==> src/rtl/set_button_ctrl.sv <==
// rtl/set_button_ctrl.sv - debounced set-hours/set-minutes levels and set strobe with hold-to-repeat
// Optional macro SET_BUTTON_ACCEL_EN: repeat period drops to a quarter after 8 repeat-state strobes.
module set_button_ctrl #(
  parameter int DEBOUNCE_TICKS      = 20,
  parameter int REPEAT_DELAY_TICKS  = 500,
  parameter int REPEAT_PERIOD_TICKS = 200,
  parameter int CNT_W               = 10
) (
  input  logic i_clk,
  input  logic i_reset_n,
  input  logic i_tick_stb,
  input  logic i_btn_hours,
  input  logic i_btn_minutes,
  output logic o_set_hours,
  output logic o_set_minutes,
  output logic o_set_stb
);

  localparam logic [CNT_W-1:0] DEB_LAST = CNT_W'(DEBOUNCE_TICKS - 1);
  localparam logic [CNT_W-1:0] DLY_LAST = CNT_W'(REPEAT_DELAY_TICKS - 1);
  localparam logic [CNT_W-1:0] PER_LAST = CNT_W'(REPEAT_PERIOD_TICKS - 1);
`ifdef SET_BUTTON_ACCEL_EN
  localparam int               ACC_PER  = (REPEAT_PERIOD_TICKS / 4 < 1) ? 1 : REPEAT_PERIOD_TICKS / 4;
  localparam logic [CNT_W-1:0] ACC_LAST = CNT_W'(ACC_PER - 1);
`endif

  typedef enum logic [1:0] {S_IDLE, S_DELAY, S_REPEAT} state_t;

  // Bit 1 carries the hours button, bit 0 the minutes button throughout.
  logic [1:0]       r_meta;
  logic [1:0]       r_sync;
  logic [1:0]       r_db;
  logic [CNT_W-1:0] r_db_cnt [2];

  state_t           r_state;
  logic [1:0]       r_combo;
  logic [CNT_W-1:0] r_rpt_cnt;
  logic             r_stb;
  logic [CNT_W-1:0] w_limit;
`ifdef SET_BUTTON_ACCEL_EN
  logic [3:0]       r_accel;
`endif

  always_ff @(posedge i_clk or negedge i_reset_n) begin
    if (!i_reset_n) begin
      r_meta <= 2'b00;
      r_sync <= 2'b00;
    end else begin
      r_meta <= {i_btn_hours, i_btn_minutes};
      r_sync <= r_meta;
    end
  end

  always_ff @(posedge i_clk or negedge i_reset_n) begin
    if (!i_reset_n) begin
      r_db <= 2'b00;
      for (int b = 0; b < 2; b++) r_db_cnt[b] <= '0;
    end else begin
      for (int b = 0; b < 2; b++) begin
        if (r_sync[b] == r_db[b]) begin
          r_db_cnt[b] <= '0;
        end else if (i_tick_stb) begin
          if (r_db_cnt[b] == DEB_LAST) begin
            r_db[b]     <= r_sync[b];
            r_db_cnt[b] <= '0;
          end else begin
            r_db_cnt[b] <= r_db_cnt[b] + CNT_W'(1);
          end
        end
      end
    end
  end

`ifdef SET_BUTTON_ACCEL_EN
  assign w_limit = (r_state == S_DELAY) ? DLY_LAST : ((r_accel >= 4'd8) ? ACC_LAST : PER_LAST);
`else
  assign w_limit = (r_state == S_DELAY) ? DLY_LAST : PER_LAST;
`endif

  // A strobe that would follow a strobe directly is held off one cycle; the cause stays pending.
  always_ff @(posedge i_clk or negedge i_reset_n) begin
    if (!i_reset_n) begin
      r_state   <= S_IDLE;
      r_combo   <= 2'b00;
      r_rpt_cnt <= '0;
      r_stb     <= 1'b0;
`ifdef SET_BUTTON_ACCEL_EN
      r_accel   <= 4'd0;
`endif
    end else begin
      r_stb <= 1'b0;
      case (r_state)
        S_IDLE: begin
          if (r_db != 2'b00 && !r_stb) begin
            r_stb     <= 1'b1;
            r_combo   <= r_db;
            r_rpt_cnt <= '0;
            r_state   <= S_DELAY;
          end
        end
        default: begin
          if (r_db == 2'b00) begin
            r_state   <= S_IDLE;
            r_combo   <= 2'b00;
            r_rpt_cnt <= '0;
`ifdef SET_BUTTON_ACCEL_EN
            r_accel   <= 4'd0;
`endif
          end else if (r_db != r_combo) begin
            if (!r_stb) begin
              r_stb     <= 1'b1;
              r_combo   <= r_db;
              r_rpt_cnt <= '0;
              r_state   <= S_DELAY;
`ifdef SET_BUTTON_ACCEL_EN
              r_accel   <= 4'd0;
`endif
            end
          end else if (i_tick_stb) begin
            if (r_rpt_cnt >= w_limit) begin
              if (!r_stb) begin
                r_stb     <= 1'b1;
                r_rpt_cnt <= '0;
                r_state   <= S_REPEAT;
`ifdef SET_BUTTON_ACCEL_EN
                if (r_state == S_REPEAT && r_accel != 4'd15) r_accel <= r_accel + 4'd1;
`endif
              end
            end else begin
              r_rpt_cnt <= r_rpt_cnt + CNT_W'(1);
            end
          end
        end
      endcase
    end
  end

  assign o_set_hours   = r_db[1];
  assign o_set_minutes = r_db[0];
  assign o_set_stb     = r_stb;

endmodule

==> config.mk <==
export PLATFORM = sky130hd
export DESIGN_NAME = set_button_ctrl
export DESIGN_NICKNAME = d
export VERILOG_FILES = /design/src/rtl/set_button_ctrl.sv
export SDC_FILE = /design/constraint.sdc
export NUM_CORES = 1
export LEC_CHECK = 0
export CELL_PAD_IN_SITES_DETAIL_PLACEMENT = 1
export CELL_PAD_IN_SITES_GLOBAL_PLACEMENT = 1
export CORE_MARGIN = 4
export CORE_UTILIZATION = 51
export DETAILED_ROUTE_END_ITERATION = 8
export GPL_TIMING_DRIVEN = 0
export PLACE_DENSITY_LB_ADDON = 0.1
export SYNTH_ARGS = -nofsm -noshare
export SYNTH_HDL_FRONTEND = slang
export SYNTH_SLANG_ARGS = --single-unit
export TNS_END_PERCENT = 20
==> constraint.sdc <==
create_clock -name i_clk -period 3.7 [get_ports i_clk]
set_input_delay 0.74 -clock i_clk [delete_from_list [all_inputs] [get_ports i_clk]]
set_output_delay 0.74 -clock i_clk [all_outputs]
set_load 0.005 [all_outputs]
Yosys cells after proc, flatten, opt, wreduce, memory -nomap -nowiden
Index checks and enable logic that the tools add are counted.
{"block": "classes", "eq_ne": 10, "bitwise": 2, "addsub": 3, "magnitude_cmp": 1, "mux": 34, "n_reduce_logical": 15}
{"operator": "10-bit 2-to-1 mux", "count": 13}
{"operator": "10-bit by 1-bit adder with 10-bit output (second input constant)", "count": 3}
{"operator": "2-bit 2-to-1 mux", "count": 13}
{"operator": "10-bit by 5-bit equality test with 1-bit output (second input constant)", "count": 2}
{"operator": "10-bit by 9-bit greater-or-equal comparator with 1-bit output", "count": 1}
{"operator": "9-bit 2-to-1 mux", "count": 1}
{"operator": "3-bit AND reduction", "count": 3}
{"operator": "4-bit by 3-bit != test with 1-bit output (second input constant)", "count": 2}
{"operator": "4-bit nonzero test", "count": 2}
{"operator": "1-bit 2-to-1 mux", "count": 7}
{"operator": "2-bit nonzero test", "count": 3}
{"operator": "5-bit AND reduction", "count": 1}
{"operator": "2-bit zero test", "count": 2}
{"operator": "3-bit by 1-bit != test with 1-bit output (second input constant)", "count": 1}
{"operator": "3-bit nonzero test", "count": 1}
{"operator": "1-bit equality test", "count": 2}
{"operator": "2-bit by 1-bit equality test with 1-bit output (second input constant)", "count": 1}
{"operator": "2-bit != test", "count": 1}
{"operator": "2-bit != test (second input constant)", "count": 1}
{"operator": "1-bit NOT", "count": 2}
{"operator": "2-bit AND reduction", "count": 1}
{"operator": "1-bit logical AND", "count": 1}
{"operator": "1-bit zero test", "count": 1}
{"block": "word_totals", "word_cells": 75, "out_inout_bits": 3, "input_bits": 5, "regBits": 41}

Longest topological paths before layout
{"block": "depth", "depth_word": 8, "mapped_depth": 9, "mapped_depth_nobuf": 8}

Least setup slack after synthesis
Ideal clock, no wire load.
{"block": "synth_timing", "kind": "register -> register", "startpoint": "reg r_state[1]", "endpoint": "reg r_rpt_cnt[2]", "setup_ps": 82, "arrival_ps": 2064, "synth_period_minus_slack_ps": 2146, "path_stages_with_launch": 9, "n_path_buf": 1, "t_required_ps": 3618, "slack_ps": 1554, "cell_sequence": "dfrtp_1 > nand2b_1 > ha_1 > a311o_4 > and3_4 > a211oi_4 > buf_6 > a31oi_1 > a31oi_1"}
{"block": "synth_between", "elab_chain_cells": 8, "elab_cells_between_ends": 12, "classes_between": "order compare (1); eq/ne (2); mux (6); reduce/logical (3)"}
{"element": "start, declared", "line": "35", "text": "state_t r_state;"}
{"element": "start signal, assigned", "line": "83", "text": "r_state <= S_IDLE;"}
{"element": "start signal, assigned", "line": "98", "text": "r_state <= S_DELAY;"}
{"element": "start signal, assigned", "line": "103", "text": "r_state <= S_IDLE;"}
{"element": "2-bit by 1-bit equality test with 1-bit output", "line": "77", "text": "assign w_limit = (r_state == S_DELAY) ? DLY_LAST : PER_LAST;"}
{"element": "9-bit 2-to-1 mux", "line": "77"}
{"element": "10-bit by 9-bit greater-or-equal comparator with 1-bit output", "line": "120", "text": "if (r_rpt_cnt >= w_limit) begin"}
{"element": "10-bit 2-to-1 mux", "line": "120"}
{"element": "10-bit 2-to-1 mux", "line": "119", "text": "end else if (i_tick_stb) begin"}
{"element": "10-bit 2-to-1 mux", "line": "109", "text": "end else if (r_db != r_combo) begin"}
{"element": "10-bit 2-to-1 mux", "line": "102", "text": "if (r_db == 2'b00) begin"}
{"element": "10-bit 2-to-1 mux", "line": "92", "text": "case (r_state)"}
{"element": "end signal, assigned", "line": "130", "text": "r_rpt_cnt <= r_rpt_cnt + CNT_W'(1);"}
{"element": "end, declared", "line": "37", "text": "logic [CNT_W-1:0] r_rpt_cnt;"}
Several ways; a longest one is shown, not always the timed one. The select of a mux whose other input is x is not followed.
A chain may end at the register's enable or synchronous reset.

Final worst setup path
{"block": "layout_timing", "startpoint": "reg r_state[1]", "endpoint": "reg r_rpt_cnt[3]"}
The elaborated chain is that of the path after synthesis.

==> flow_metrics.py <==
metrics = {
    "critical_path": {
        "path_cells": "nand2b_1, ha_1, a311o_4, and3_4, a211oi_4, buf_6, nand2_1, o221ai_2",
        "r2r_slack_ns": 1.28,
        "start_kind": "register",
        "cp_max_fo": 10,
        "cpPeakStageDelay_ns": 0.44,
        "end_kind": "register",
        "critPathRequiredTime_ns": 3.91,
        "slowest_stage": "a311o_4",
        "r2r-start": "r_state[1]$_DFFE_PN0P_",
        "critical_path_class": "reg -> reg",
        "rr_worst_depth": 8,
        "r2r_end": "r_rpt_cnt[3]$_DFFE_PN0P_",
        "worstPathArrival_ns": 2.63,
    },
    "drt": {
        "routedWlPerCell_um": 16.90,
        "num_vias": 2059,
        "drtAntennaViolNets": 0,
        "wl_mm": 5.780,
        "dr.pass1.iters": 4,
        "drc": 0,
        "dr.first_iter.drc_count": 46,
        "via_per_inst": 6.020,
    },
    "timing": {
        "timing.fmax_mhz": 413.8,
        "finClkSkew_ns": 0.004901,
        "timing.final.crit_share": 0.6532,
        "setup_ws_ns": 1.283,
        "final_hold_viol_count": 0,
        "maxSlewViolCount": 0,
        "fin_setup_tns_ns": 0,
        "setup_viol": 0,
        "tightest_slew_ns": 0.8663,
        "finalCriticalPeriod_ns": 2.417,
        "relSlewSlack": 0.4225,
        "rsz0062_at_grt": "no",
    },
    "logic_synthesis": {
        "synth_cell_types": 55,
        "syn_area_mm2": 0.002466,
        "yosys_most_used_dff": "dfrtp_1",
        "yosysSeqAreaShare": 0.4160,
        "synth-edff-count": 0,
        "async_flop_share": 1.000,
        "synthCells": 273,
        "synth-seq-cells": 41,
        "postSynthAreaPerCell_um2": 9.033,
        "yosys_warnings": 0,
        "syn-num-nets": 285,
    },
    "floorplan": {
        "dieArea_mm2": 0.006012,
        "start_util": 0.5256,
        "core_mm2": 0.004692,
        "placement_rows": 25,
        "chipHeight_um": 77.54,
        "die_w_um": 77.54,
        "ioPinCount": 8,
    },
    "global_route": {
        "gr-total-overflow": 0,
        "grt_usage": 0.2064,
        "antenna_found_initial": 0,
        "grt_pass1_wl_mm": 10.19,
        "grt_max_degree": 31,
        "grt_pass1_vias": 2182,
    },
    "clock_network": {
        "numCtsBuffers": 5,
        "clock_latency_ns": 0.29,
        "cts_max_level": 2,
        "root_buffer": "clkbuf_8",
        "path_clk_slew_ns": 0.08,
        "tritoncts": "built",
        "clkSinkCount": 41,
        "post_cts_buffers": 0,
        "cts_buffer_depth": 2,
        "cts_hold_buf": 0,
        "ctsResizeCount": 0,
    },
    "final_layout": {
        "multi_input_area_mm2": 0.001328,
        "drive_gt1_frac": 0.1007,
        "antenna_cells": 0,
        "syn_to_final_growth_pct": 9.893,
        "regArea_mm2": 0.001026,
        "final_cell_area_mm2": 0.002710,
        "nets": 299,
        "nFillCells": 565,
    },
    "power": {
        "vdd_drop_max_uv": 232.6,
        "powerDensity_mw_per_mm2": 303.7,
        "p_leak_uw": 0.001194,
    },
    "worst_hold_path": {
        "hp-class": "in -> async",
    },
    "flow_run": {
        "cap_violations": 0,
    },
    "placed_design": {
        "port_buffers": 6,
        "gp_congestion": 0.7694,
        "hpwl_mm": 4.206,
        "dpl_worst_slack_ns": 1.246,
        "placed_area_mm2": 0.002609,
    },
    "outcome": {
        "status": "complete, no violations",
    },
}
## metrics by stage
step / utilization / power [uW] / hold slack, ns / cells
after detailed placement: 0.5560 / 508.1 / 0.3363 / 334
after global placement: 0.5528 / 505.4 / 0.3361 / 333
after floorplan: - / 486.3 / 0.3312 / 273
after global routing: 0.5776 / 861.5 / 0.3442 / 342
after CTS: 0.5776 / 834.1 / 0.3363 / 342
final: 0.5776 / 822.9 / 0.3300 / 342
## synthesized netlist by cell type (all sizes together), types with 2 or more instances
master	number	area share
o221ai	2	0.0096
nand2b	7	0.018
a311o	3	0.016
a32oi	3	0.011
nor2	29	0.044
xor2	4	0.014
o21a	4	0.012
o211ai	3	0.0091
dfrtp	41	0.42
o41ai	2	0.010
o31ai	6	0.020
a211oi	6	0.023
inv	13	0.020
o21ai	33	0.067
ha	7	0.036
nand4	4	0.010
a21oi	12	0.026
nand2	21	0.032
xnor2	5	0.018
mux2	2	0.0091
and3	14	0.038
nand3	11	0.022
buf	9	0.024
nor3	4	0.0081
nor4b	2	0.0071
nor2b	2	0.0051
a31oi	5	0.013
nor3b	2	0.0061
## cells in the final DEF, fill, tap and decap left out, types with 2 or more instances in the layout
master,count
nor4b_1,2
nor2_1,29
nand2_1,21
clkdlybuf4s50_1,5
xnor2_1,5
o21a_1,4
and3_1,13
nand4_1,4
a21oi_1,11
o21ai_0,16
a311o_1,2
nand3_1,11
o21ai_1,17
a32oi_1,3
nand2b_1,7
mux2_2,2
nor3b_1,2
inv_1,13
nor2b_1,2
o211ai_1,3
a211oi_1,5
nor3_1,4
xor2_1,4
o31ai_1,5
buf_6,2
ha_1,7
a31oi_1,5
buf_2,7
dfrtp_1,41
clkbuf_8,7
## how the worst max path moves through the flow
stage / from / end
6_report: r_state[1]$_DFFE_PN0P_ / r_rpt_cnt[3]$_DFFE_PN0P_
5_1_grt: r_state[1]$_DFFE_PN0P_ / r_rpt_cnt[2]$_DFFE_PN0P_
4_1_cts: r_state[1]$_DFFE_PN0P_ / r_rpt_cnt[3]$_DFFE_PN0P_
3_5_place_dp: i_tick_stb / r_rpt_cnt[7]$_DFFE_PN0P_
3_3_place_gp: i_reset_n / r_db_cnt[10]$_DFFE_PN0P_
2_1_floorplan: r_state[1]$_DFFE_PN0P_ / r_rpt_cnt[2]$_DFFE_PN0P_
## power by group
part           switching, uW  internal [uW]  total [uW]
Sequential              5.29            453         459
Combinational           26.4           13.0        39.4
Clock                    156            169         325
Total                    188            635         823
## worst max-delay path, delay by kind of cell, from the launching register on
kind                     cells  cell delay [ns]
AO/OA/AOI/OAI                3             0.89
AND/OR/NAND/NOR              3             0.52
flip-flops                   1             0.40
adder cells (fa/ha/maj)      1             0.32
buffers and inverters        1             0.20
## final cells by class
cell class              instances  share of cell area
flip-flops and latches         41              0.3786
clock inverters                 1            0.001847
well taps                      54             0.02493
inverters                      13             0.01801
repair buffers                  7             0.02770
multi-input cells             209              0.4898
clock buffers                   7             0.03555
plain buffers                  10             0.02355
## cell families (layout without fill, tap and decap cells)
kind of cell	Yosys count	after routing	synth area share
simple gates	103	103	0.2121
compound gates	87	87	0.2456
flops	41	41	0.4160
buf+inv	23	38	0.04566
xor+xnor	9	9	0.03196
fa+ha+maj	7	7	0.03551
mux	3	3	0.01319
## registers in the layout, indices dropped and copies added (netlist names)
register	flops
r_combo	2
r_state	2
r_rpt_cnt	10
r_db	2
r_db_cnt	20
r_meta	2
o_set_stb	1
r_sync	2
## layer usage
layer / vias up / part of all wire / global-route usage / routed length [um]
li1: 1028 / - / - / -
met1: 1008 / 0.45 / 0.2528 / 2601
met2: 15 / 0.52 / 0.3748 / 2985
met3: 8 / 0.020 / 0.02784 / 115
met4: 0 / 0.013 / 0.06228 / 78
met5: - / 0 / 0 / 0
Power figures use the tool's default switching activity.
